$ cat src/rtl/yrv_stim_seq.sv
// Stimulus sequencer for yrv_soc: CPU reset sequence plus per-channel LFSR port data.
// Optional interrupt pulse generation when YRV_STIM_IRQ_EN is defined.
module yrv_stim_seq #(
  parameter int unsigned NUM_PORTS  = 2,
  parameter int unsigned PORT_WIDTH = 16,
  parameter int unsigned PRE_CYCLES = 10,
  parameter int unsigned RST_CYCLES = 10,
  parameter logic [31:0] RUN_CYCLES = 32'd10000,
  parameter logic [31:0] SEED       = 32'h1
`ifdef YRV_STIM_IRQ_EN
  ,
  parameter int unsigned IRQ_PERIOD = 1000,
  parameter logic [31:0] NMI_AT     = 32'd0
`endif
) (
  input  logic                            clk,
  input  logic                            reset,
  input  logic                            start,
  input  logic                            rand_en,
  input  logic                            hold,
  output logic                            cpu_resetb,
  output logic [NUM_PORTS*PORT_WIDTH-1:0] port_in,
  output logic                            busy,
  output logic                            done,
`ifdef YRV_STIM_IRQ_EN
  output logic                            ei_req,
  output logic                            nmi_req,
`endif
  output logic [31:0]                     cycle_cnt
);

  typedef enum logic [2:0] {StIdle, StPre, StAssert, StRun, StDone} state_e;

  localparam logic [31:0] PreLast = 32'(PRE_CYCLES - 1);
  localparam logic [31:0] RstLast = 32'(RST_CYCLES - 1);

  // Seeds are spread by the golden-ratio constant so channels decorrelate.
  function automatic logic [31:0] seed_of(input int unsigned k);
    logic [31:0] s;
    s = SEED + 32'(k) * 32'h9E3779B9;
    return (s == 32'd0) ? 32'h1 : s;
  endfunction

  function automatic logic [31:0] lfsr_step(input logic [31:0] s);
    return s[0] ? ((s >> 1) ^ 32'h80200003) : (s >> 1);
  endfunction

  state_e                            state_q, state_d;
  logic [31:0]                       phase_q, phase_d;
  logic [31:0]                       cnt_q, cnt_d;
  logic [NUM_PORTS-1:0][31:0]        lfsr_q, lfsr_d;
  logic [NUM_PORTS*PORT_WIDTH-1:0]   port_q, port_d;
  logic                              cpu_resetb_q, busy_q, done_q;
  logic                              start_ok;

  assign start_ok = start && (state_q == StIdle || state_q == StDone);

  always_comb begin
    state_d = state_q;
    phase_d = phase_q;
    cnt_d   = cnt_q;
    lfsr_d  = lfsr_q;
    port_d  = port_q;
    unique case (state_q)
      StIdle, StDone: begin
        if (start) begin
          state_d = StPre;
          phase_d = 32'd0;
          cnt_d   = 32'd0;
          for (int unsigned k = 0; k < NUM_PORTS; k++) lfsr_d[k] = seed_of(k);
        end
      end
      StPre: begin
        if (phase_q == PreLast) begin
          state_d = StAssert;
          phase_d = 32'd0;
        end else begin
          phase_d = phase_q + 32'd1;
        end
      end
      StAssert: begin
        if (phase_q == RstLast) begin
          state_d = StRun;
          phase_d = 32'd0;
        end else begin
          phase_d = phase_q + 32'd1;
        end
      end
      StRun: begin
        if (!hold) begin
          cnt_d = cnt_q + 32'd1;
          if (rand_en) begin
            for (int unsigned k = 0; k < NUM_PORTS; k++) begin
              lfsr_d[k] = lfsr_step(lfsr_q[k]);
              port_d[k*PORT_WIDTH +: PORT_WIDTH] = lfsr_d[k][PORT_WIDTH-1:0];
            end
          end else begin
            port_d = '0;
          end
          if (cnt_d == RUN_CYCLES) state_d = StDone;
        end
      end
      default: state_d = StIdle;
    endcase
  end

  always_ff @(posedge clk) begin
    if (reset) begin
      state_q      <= StIdle;
      phase_q      <= 32'd0;
      cnt_q        <= 32'd0;
      port_q       <= '0;
      cpu_resetb_q <= 1'b0;
      busy_q       <= 1'b0;
      done_q       <= 1'b0;
      for (int unsigned k = 0; k < NUM_PORTS; k++) lfsr_q[k] <= seed_of(k);
    end else begin
      state_q      <= state_d;
      phase_q      <= phase_d;
      cnt_q        <= cnt_d;
      lfsr_q       <= lfsr_d;
      port_q       <= port_d;
      cpu_resetb_q <= (state_d == StPre) || (state_d == StRun) || (state_d == StDone);
      busy_q       <= (state_d == StPre) || (state_d == StAssert) || (state_d == StRun);
      done_q       <= (state_d == StDone);
    end
  end

  assign cpu_resetb = cpu_resetb_q;
  assign port_in    = port_q;
  assign busy       = busy_q;
  assign done       = done_q;
  assign cycle_cnt  = cnt_q;

`ifdef YRV_STIM_IRQ_EN
  localparam logic [31:0] IrqLast = 32'(IRQ_PERIOD - 1);

  // Wrapping period counter avoids a modulo on cycle_cnt.
  logic [31:0] irq_cnt_q, irq_cnt_d;
  logic        ei_q, ei_d, nmi_q, nmi_d;

  always_comb begin
    irq_cnt_d = irq_cnt_q;
    ei_d      = 1'b0;
    nmi_d     = 1'b0;
    if (start_ok) begin
      irq_cnt_d = 32'd0;
    end else if (state_q == StRun && !hold) begin
      if (irq_cnt_q == IrqLast) begin
        ei_d      = 1'b1;
        irq_cnt_d = 32'd0;
      end else begin
        irq_cnt_d = irq_cnt_q + 32'd1;
      end
      nmi_d = (NMI_AT != 32'd0) && (cnt_d == NMI_AT);
    end
  end

  always_ff @(posedge clk) begin
    if (reset) begin
      irq_cnt_q <= 32'd0;
      ei_q      <= 1'b0;
      nmi_q     <= 1'b0;
    end else begin
      irq_cnt_q <= irq_cnt_d;
      ei_q      <= ei_d;
      nmi_q     <= nmi_d;
    end
  end

  assign ei_req  = ei_q;
  assign nmi_req = nmi_q;
`else
  logic unused_start_ok;
  assign unused_start_ok = start_ok;
`endif

endmodule

$ cat config.mk
export PLATFORM = sky130hd
export DESIGN_NAME = yrv_stim_seq
export DESIGN_NICKNAME = d
export VERILOG_FILES = /design/src/rtl/yrv_stim_seq.sv
export SDC_FILE = /design/constraint.sdc
export NUM_CORES = 1
export LEC_CHECK = 0
export ABC_AREA = 0
export CAP_MARGIN = 0
export CORE_MARGIN = 3
export CORE_UTILIZATION = 57
export DETAILED_ROUTE_END_ITERATION = 10
export HOLD_SLACK_MARGIN = 0.1
export PLACE_DENSITY = 0.8
export SLEW_MARGIN = 20
export SYNTH_ARGS = -nofsm -noshare
export SYNTH_HDL_FRONTEND = slang
export SYNTH_SLANG_ARGS = --single-unit
$ cat constraint.sdc
create_clock -name clk -period 3.2 [get_ports clk]
set_clock_uncertainty 0.15 [all_clocks]
set_input_delay 0.48 -clock clk [delete_from_list [all_inputs] [get_ports clk]]
set_output_delay 0.48 -clock clk [all_outputs]
set_load 0.01 [all_outputs]
* Word level (Yosys, flattened, before mapping)
Index checks and enable logic that the tools add are counted.
Word-level totals: output and inout bits 67, logic and storage cells 58, input port bits 5, flip-flop bits (word level) 166
Operators by class: equal/unequal tests 13, reductions and logical operators 13, mux-type cells 18, bitwise operators 3, $add $sub $neg 2
Operators by type and width (count):
- 32-bit 2-to-1 mux | 6
- 64-bit 2-to-1 mux | 3
- 32-bit one-hot mux with 2 select lines | 2
- 64-bit one-hot mux with 2 select lines | 1
- 32-bit by 1-bit adder with 32-bit output (second input constant) | 2
- 32-bit by 14-bit equality test with 1-bit output (second input constant) | 1
- 32-bit by 4-bit equality test with 1-bit output (second input constant) | 1
- 3-bit 2-to-1 mux | 5
- 3-bit by 2-bit equality test with 1-bit output (second input constant) | 4
- 3-bit one-hot mux with 4 select lines | 1
- 3-bit NOT with 4-bit output | 2
- 3-bit by 1-bit equality test with 1-bit output (second input constant) | 2
- 3-bit equality test (second input constant) | 2
- 2-bit != test (second input constant) | 3
- 1-bit logical OR | 4
- 2-bit AND reduction | 2
- 4-bit AND reduction | 1
- 2-bit nonzero test | 2
- 2-bit OR reduction | 2
- 3-bit logical NOT | 1
- 3-bit AND reduction | 1
- 1-bit NOT | 1

* Depth between registers and ports, before layout
Gate-level depths: netlist of run 1.
depth in word-level cells 8, depth in mapped cells 10, mapped depth without buffers 9

* Worst setup path after synthesis of run 1
Ideal clock, no wire load.
path kind register -> register, start register cnt_q[1] (netlist: cycle_cnt[1]), end register state_q[0], data required time 2.915 ns, stages on the path, launching flop included 9, library setup time 0.135 ns, path slack 0.703 ns, arrival 2.212 ns, period minus slack after synthesis 2.497 ns, cell sequence dfxtp_1 ha_1 nand3_1 nor4_2 xnor2_1 o2111a_1 nand4_2 nor4b_2 a31oi_1
Between the ends: word-level cells in the longest chain between the ends 5
Ends and longest elaborated chain:
- start, declared | RTL line 50 | logic [31:0] cnt_q, cnt_d;
- start signal, assigned | RTL line 120 | cnt_q <= cnt_d;
- 32-bit by 1-bit adder with 32-bit output | RTL line 91 | cnt_d = cnt_q + 32'd1;
- 32-bit by 14-bit equality test with 1-bit output | RTL line 100 | if (cnt_d == RUN_CYCLES) state_d = StDone;
- 3-bit 2-to-1 mux | RTL line 100
- 3-bit 2-to-1 mux | RTL line 90 | if (!hold) begin
- 3-bit one-hot mux with 4 select lines | RTL line 64 | unique case (state_q)
- end signal, assigned | RTL line 109 | state_q <= StIdle;
- end signal, assigned | RTL line 118 | state_q <= state_d;
- end, declared | RTL line 48 | state_e state_q, state_d;
Every way passes these cells. A chain may end at the register's enable or synchronous reset.

* Worst setup path in the final report of run 1
start register cnt_q[0] (netlist: cycle_cnt[0]), end register busy_q (netlist: busy)
Between the ends: word-level cells in the longest chain between the ends 8
Ends and longest elaborated chain:
- 32-bit by 1-bit adder with 32-bit output * | RTL line 91
- 32-bit by 14-bit equality test with 1-bit output * | RTL line 100
- 3-bit 2-to-1 mux * | RTL line 100
- 3-bit 2-to-1 mux * | RTL line 90
- 3-bit one-hot mux with 4 select lines * | RTL line 64
- 3-bit by 1-bit equality test with 1-bit output or 3-bit by 2-bit equality test with 1-bit output (tied branches) | RTL line 124 | busy_q <= (state_d == StPre) || (state_d == StAssert) || (state_d == StRun);
- 1-bit logical OR | RTL line 124
- 1-bit logical OR * | RTL line 124
- end signal, assigned | RTL line 124
- end, declared | RTL line 53 | logic cpu_resetb_q, busy_q, done_q;
Every way passes the cells marked *; elsewhere a longest branch is shown, timed or not.

==> results of run 1 <==
-- flip-flops by register name, summed over array words and instances (netlist names) --
| signal | flops |
|---|---|
| phase_q | 32 |
| lfsr_q | 64 |
| state_q | 3 |
| port_in | 32 |
| cycle_cnt | 32 |
| cpu_resetb | 1 |
| busy | 1 |
| done | 1 |
-- worst max-delay path, cell delays in order (launching register included) --
cell      delay [ns]
dfxtp_1         0.49
ha_1            0.33
nand3_1         0.29
nor4_2          0.47
xnor2_1         0.18
and4_1          0.21
nand4_2         0.17
nor4_4          0.30
a221oi_1        0.11
-- synth_stat cells (all sizes together) (11+ instances only) --
cell / instances
dfxtp: 166
nand2: 113
nor2: 103
a21oi: 102
clkbuf: 55
o21ai: 39
nand3: 30
a22oi: 28
nand4: 25
nor3: 24
buf: 21
xor2: 21
nand2b: 18
nor4: 17
o22ai: 17
xnor2: 15
and3: 13
a31oi: 11
or3: 11
-- where the power goes --
part	leakage, nW	switching, mW	internal, mW
sequential	1.34	0.00819	2.07
clock	0.335	0.811	1.51
combinational	1.36	0.104	0.0474
-- cells in the final DEF, fill, tap and decap left out, drive strengths merged, types with 13 or more instances in the layout --
master and n:
a21oi 102, a22oi 28, nor4 17, buf 24
clkdlybuf4s50 70, xnor2 15, nand2b 18, o22ai 17
nor3 24, nand3 30, nor2 103, dfxtp 166
o21ai 39, nand2 113, and3 13, nand4 25
xor2 21, clkbuf 20
-- layer usage --
layer / wire length, µm / part of all wire
met3: 1070 / 0.059
met1: 8070 / 0.45
met5: 0 / 0
met2: 8560 / 0.47
met4: 378 / 0.021
-- final cells by class --
type | count | area [µm²] | area share
Multi-Input combinational cell | 670 | 3830 | 0.425
Sequential cell | 166 | 3320 | 0.369
Timing Repair Buffer | 94 | 931 | 0.103
Clock buffer | 20 | 457 | 0.0508
Clock inverter | 12 | 221 | 0.0246
Tap cell | 172 | 215 | 0.0239
Inverter | 6 | 22.5 | 0.00250
Antenna cell | 1 | 2.50 | 0.000278
-- worst max path at each step --
stage | cells after the start | startpoint | to
finish | 8 | cycle_cnt[0] | busy
global route | 8 | cycle_cnt[1] | state_q[1]
CTS | 8 | cycle_cnt[0] | busy
detailed placement | 10 | start | phase_q[16]
global placement | 10 | start | phase_q[16]
floorplan | 8 | cycle_cnt[1] | state_q[0]
-- cells by family (layout without fill, tap and decap cells) --
logic type,count (synthesis),in the layout
DFF,166,166
xor gates and xnor gates,36,36
and+or+nand+nor,393,393
other,0,1
muxes,2,2
AOI/OAI and AO/OA,236,236
adders and majority gates,3,3
buffers and inverters,82,132
==> results.md, run 1 <==
* Setup TNS at 0 ns
* Pin count of the biggest net entering global routing at 95
* Post-route ant nets at 0
* Power consumption at 4.55 mW
* FMAX at 0.351 GHz
* Placed instance area at 8320 µm²
* Crit path capture type: flop
* CTS sink cnt at 166
* Post-synthesis mux area share at 0.00268
* Fin area at 9000 µm²
* Synthesis Warnings at 0
* Nets@finish at 963
* Largest family of logic cells by synthesized area: simple AND/OR/NAND/NOR gates
* Fraction of registers with async set/reset at 0
* Simple-gate share of the synthesized area at 0.269
* Share of cells above drive strength 1 at 0.0764
* Post-synthesis sequential area ratio at 0.445
* # DRC at 0
* Clock buffer depth at 2
* CTS tree: done
* Largest cells by area after synthesis: dfxtp_1 (45%), a21oi_1 (6.8%), nand2_1 (5.7%)
* Later-pin clock latency in the skew report at 0.42 ns
* Final core utilization at 0.707
* Final period util at 0.891
* Critical path class: reg -> reg
* Fin Hold WS at 0.303 ns
* Hold path cells at 2
* HP Class: reg -> reg
* Syn avg cell area at 8.13 µm²
* # Post-CTS Setup Buffers at 0
* Area grow syn2layout at 20.6%
* Final Hold Viols at 0
* HPWL Detailed at 11200 µm
* Post-Syn Area at 7460 µm²
* Share of the synthesized area in the top cell type at 0.445
* Mapped Cells at 918
* Count of final setup violators at 0
* VDD IR-drop max at 0.364 mV
* Period minus WS final at 2.85 ns
* Synth Area in Compound Gates at 0.192
* CP required at 3.32 ns
* GRT Total Usage at 0.252
* Number of hold buffers added after cts at 0
* Chip width at 120 µm
* Synth cell types at 59
* Largest area contributor in the netlist: dfxtp_1
* Synth Net Count at 926
* XOR/XNOR Fraction of Synth Area at 0.0423
* Die Area at 14500 µm²
* Routed via count at 6795
* Outcome: finished, final reports clean
* Dpl ws at 0.327 ns
* Worst R2R End: busy
* Post-synth EDFFs at 0
* Fin worst setup slack at 0.350 ns
* Worst r2r src: cycle_cnt[0]
* Most Crowded Layer GR: met2
* Die Height at 120 µm
* Initial antenna violation count at 1
* Vias in the first global route at 6152
* DP Cell Count at 1108
* Io pins at 72
* Cell Pwr Density at 506 nW/µm²
* Clk pin slew, worst setup/hold paths at 0.06 ns
* Worst-margin pin slew at 0.771 ns
* Hold Path Sink: port_in[6]
* Initial DRC count at 617
* WP data arrival at 2.97 ns
* Via density at 5.96
* Worst-path maximum fanout at 10
* R2R depth at 8
* CTS buffer count at 17
* GRT overflow at 0
* Routing usage on met2 at 0.399
* Worst setup SP type: flop
* H-tree levels at 4
* Yosys reg bits at 166
* Max-cap violations at 0
* Setup slack, reg-to-reg at 0.35 ns
* Met3 usage at 0.0636
* Prevailing post-synth register cell: dfxtp_1
* WL/cell at 15.8 µm
* # fillers at 1019
* Met1 usage at 0.338
* HP Start: port_in[6]
* First-pass GRT wire length at 30100 µm
* Cell Rows at 41
* Drt total wl at 18100 µm
* Core Box Area at 12700 µm²
* 1st-pass router iterations at 7
* Adder-Cell Fraction of Synth Area at 0.00503
* Initial Util at 0.586
* Finished Layout Cells at 1141
* Leak pwr at 3.04 nW
* CTS Root Cell: clkbuf_16
* Slew Limit Fails at 0
* RD Place Congestion at 0.884
* RSZ-0062 raised after global routing: false
* Post-CTS sizing at 0
* Slew HR at 0.484
* IO buf count at 71
No activity file was read; power rests on OpenSTA's default activity.
==> run 2: changes to the inputs <==
Settings changed: CTS_BUF_LIST from default to sky130_fd_sc_hd__clkbuf_16.
==> run 2 against run 1 <==
  * Critical path depth stayed put
  * Worst hold slack about the same
  * Sequential power barely moved
  * Non-clock buffer count did not move
  * Critical endpoint unchanged
  * Largest cell class unchanged
==> results.md, run 2 (synthesis gave the netlist of run 1 again) <==
* First-pass GRT wire length at 30100 µm
* DP Cell Count at 1108
* Number of hold buffers added after cts at 0
* WP data arrival at 2.99 ns
* Slowest cell on crit path: dfxtp_1
* Area grow syn2layout at 20.3%
* Period minus WS final at 2.87 ns
* RD Place Congestion at 0.884
* Most frequent cells in the layout: dfxtp_1 (166), nand2_1 (113), a21oi_1 (102), nor2_1 (102), clkdlybuf4s50_1 (70)
* Slew HR at 0.479
* Drt total wl at 18100 µm
* H-tree levels at 4
* CTS tree: done
* Worst-margin pin slew at 0.779 ns
* GRT overflow at 0
* Nets@finish at 963
* Initial DRC count at 657
* Largest Register: lfsr_q
* # DRC at 0
* Outcome: finished, final reports clean
* VDD IR-drop max at 0.363 mV
* Final Hold Viols at 0
* Die Height at 120 µm
* FMAX at 0.349 GHz
* Slew Limit Fails at 0
* CTS buffer count at 17
* Core Box Area at 12700 µm²
* Pin count of the biggest net entering global routing at 95
* Count of final setup violators at 0
* Clock buffer depth at 2
* Later-pin clock latency in the skew report at 0.42 ns
* Cell Rows at 41
* WP buf/inv at 0
* Largest stage delay, worst path at 0.48 ns
* Post-CTS sizing at 0
* # Post-CTS Setup Buffers at 0
* Routed via count at 6825
* Final period util at 0.896
* Commonest non-fill, non-tap cell in the layout: dfxtp_1
* 1st-pass router iterations at 6
* Setup slack, reg-to-reg at 0.33 ns
* Vias in the first global route at 6142
* Leak pwr at 3.03 nW
* Max-cap violations at 0
* CTS sink cnt at 166
* CP Cell Sequence: ha_1, nand3_1, nor4_2, xnor2_1, and4_1, nand4_2, nor4_4, a221oi_1
* Setup TNS at 0 ns
* CP required at 3.32 ns
* Finished Layout Cells at 1141
* IO buf count at 71
* Die Area at 14500 µm²
* Chip width at 120 µm
* RSZ-0062 raised after global routing: false
* Initial antenna violation count at 1
* Worst-path maximum fanout at 10
* Worst setup SP type: flop
* Io pins at 72
* GRT Total Usage at 0.252
* WL/cell at 15.9 µm
* Crit path capture type: flop
* Critical path class: reg -> reg
* Via density at 5.98
* Clk pin slew, worst setup/hold paths at 0.06 ns
* Initial Util at 0.586
* Max reg flops at 64
* CTS Root Cell: clkbuf_16
* Post-route ant nets at 0
* Cell Pwr Density at 501 nW/µm²
* CP delay by family, top: simple AND/OR/NAND/NOR gates
* HPWL Detailed at 11200 µm
* Share of cells above drive strength 1 at 0.0744
* HP Class: reg -> reg
run 2: per-stage QoR:
step	util	setup WS [ns]	hold WS (ns)	power [mW]	area (µm²)
final	0.706	0.334	0.303	4.50	8980
after global routing	0.706	0.0369	0.317	4.64	8980
after CTS	0.706	0.357	0.304	4.52	8980
after detailed placement	0.654	0.327	0.296	2.28	8320
after global placement	0.654	0.419	0.290	2.28	8320
after floorplan	-	0.703	0.287	2.22	7460
run 2: area by class of cell:
type	count	area, µm²
Antenna cell	1	2.50
Clock buffer	17	425
Clock inverter	15	233
Fill cell	1029	3740
Inverter	6	22.5
Multi-Input combinational cell	670	3830
Sequential cell	166	3320
Tap cell	172	215
Timing Repair Buffer	94	931
run 2: where the power goes:
part           total [mW]  switching [mW]  internal, mW
clock network        2.27           0.814          1.46
logic               0.152           0.104        0.0474
registers            2.08         0.00814          2.07
run 2: worst paths after layout:
check          startpoint    endpoint  cells past startpoint
max reg2reg  cycle_cnt[0]        busy                      8
max          cycle_cnt[0]        busy                      8
min reg2reg    port_in[6]  port_in[6]                      2
min            port_in[6]  port_in[6]                      2
run 2: tightest hold or removal path: cells and delay by family, from the launching register on:
| kind | cells | cell delay (ns) |
|---|---|---|
| compound gates | 1 | 0.05 |
| flops | 1 | 0.31 |
| simple gates | 1 | 0.05 |
run 2: metal layers:
layer  wire length [µm]  GRT usage  up-vias
met2               8640      0.399      238
li1                   -          -     3365
met4                326     0.0850        2
met3               1110     0.0636       27
met5                 25          0        -
met1               8020      0.338     3193
==> run 3: changes to the inputs <==
Settings changed: CTS_CLUSTER_SIZE from default to 10.
==> results of run 3 <==
No change in the layout: final DEF, timing and power equal those of run 2.
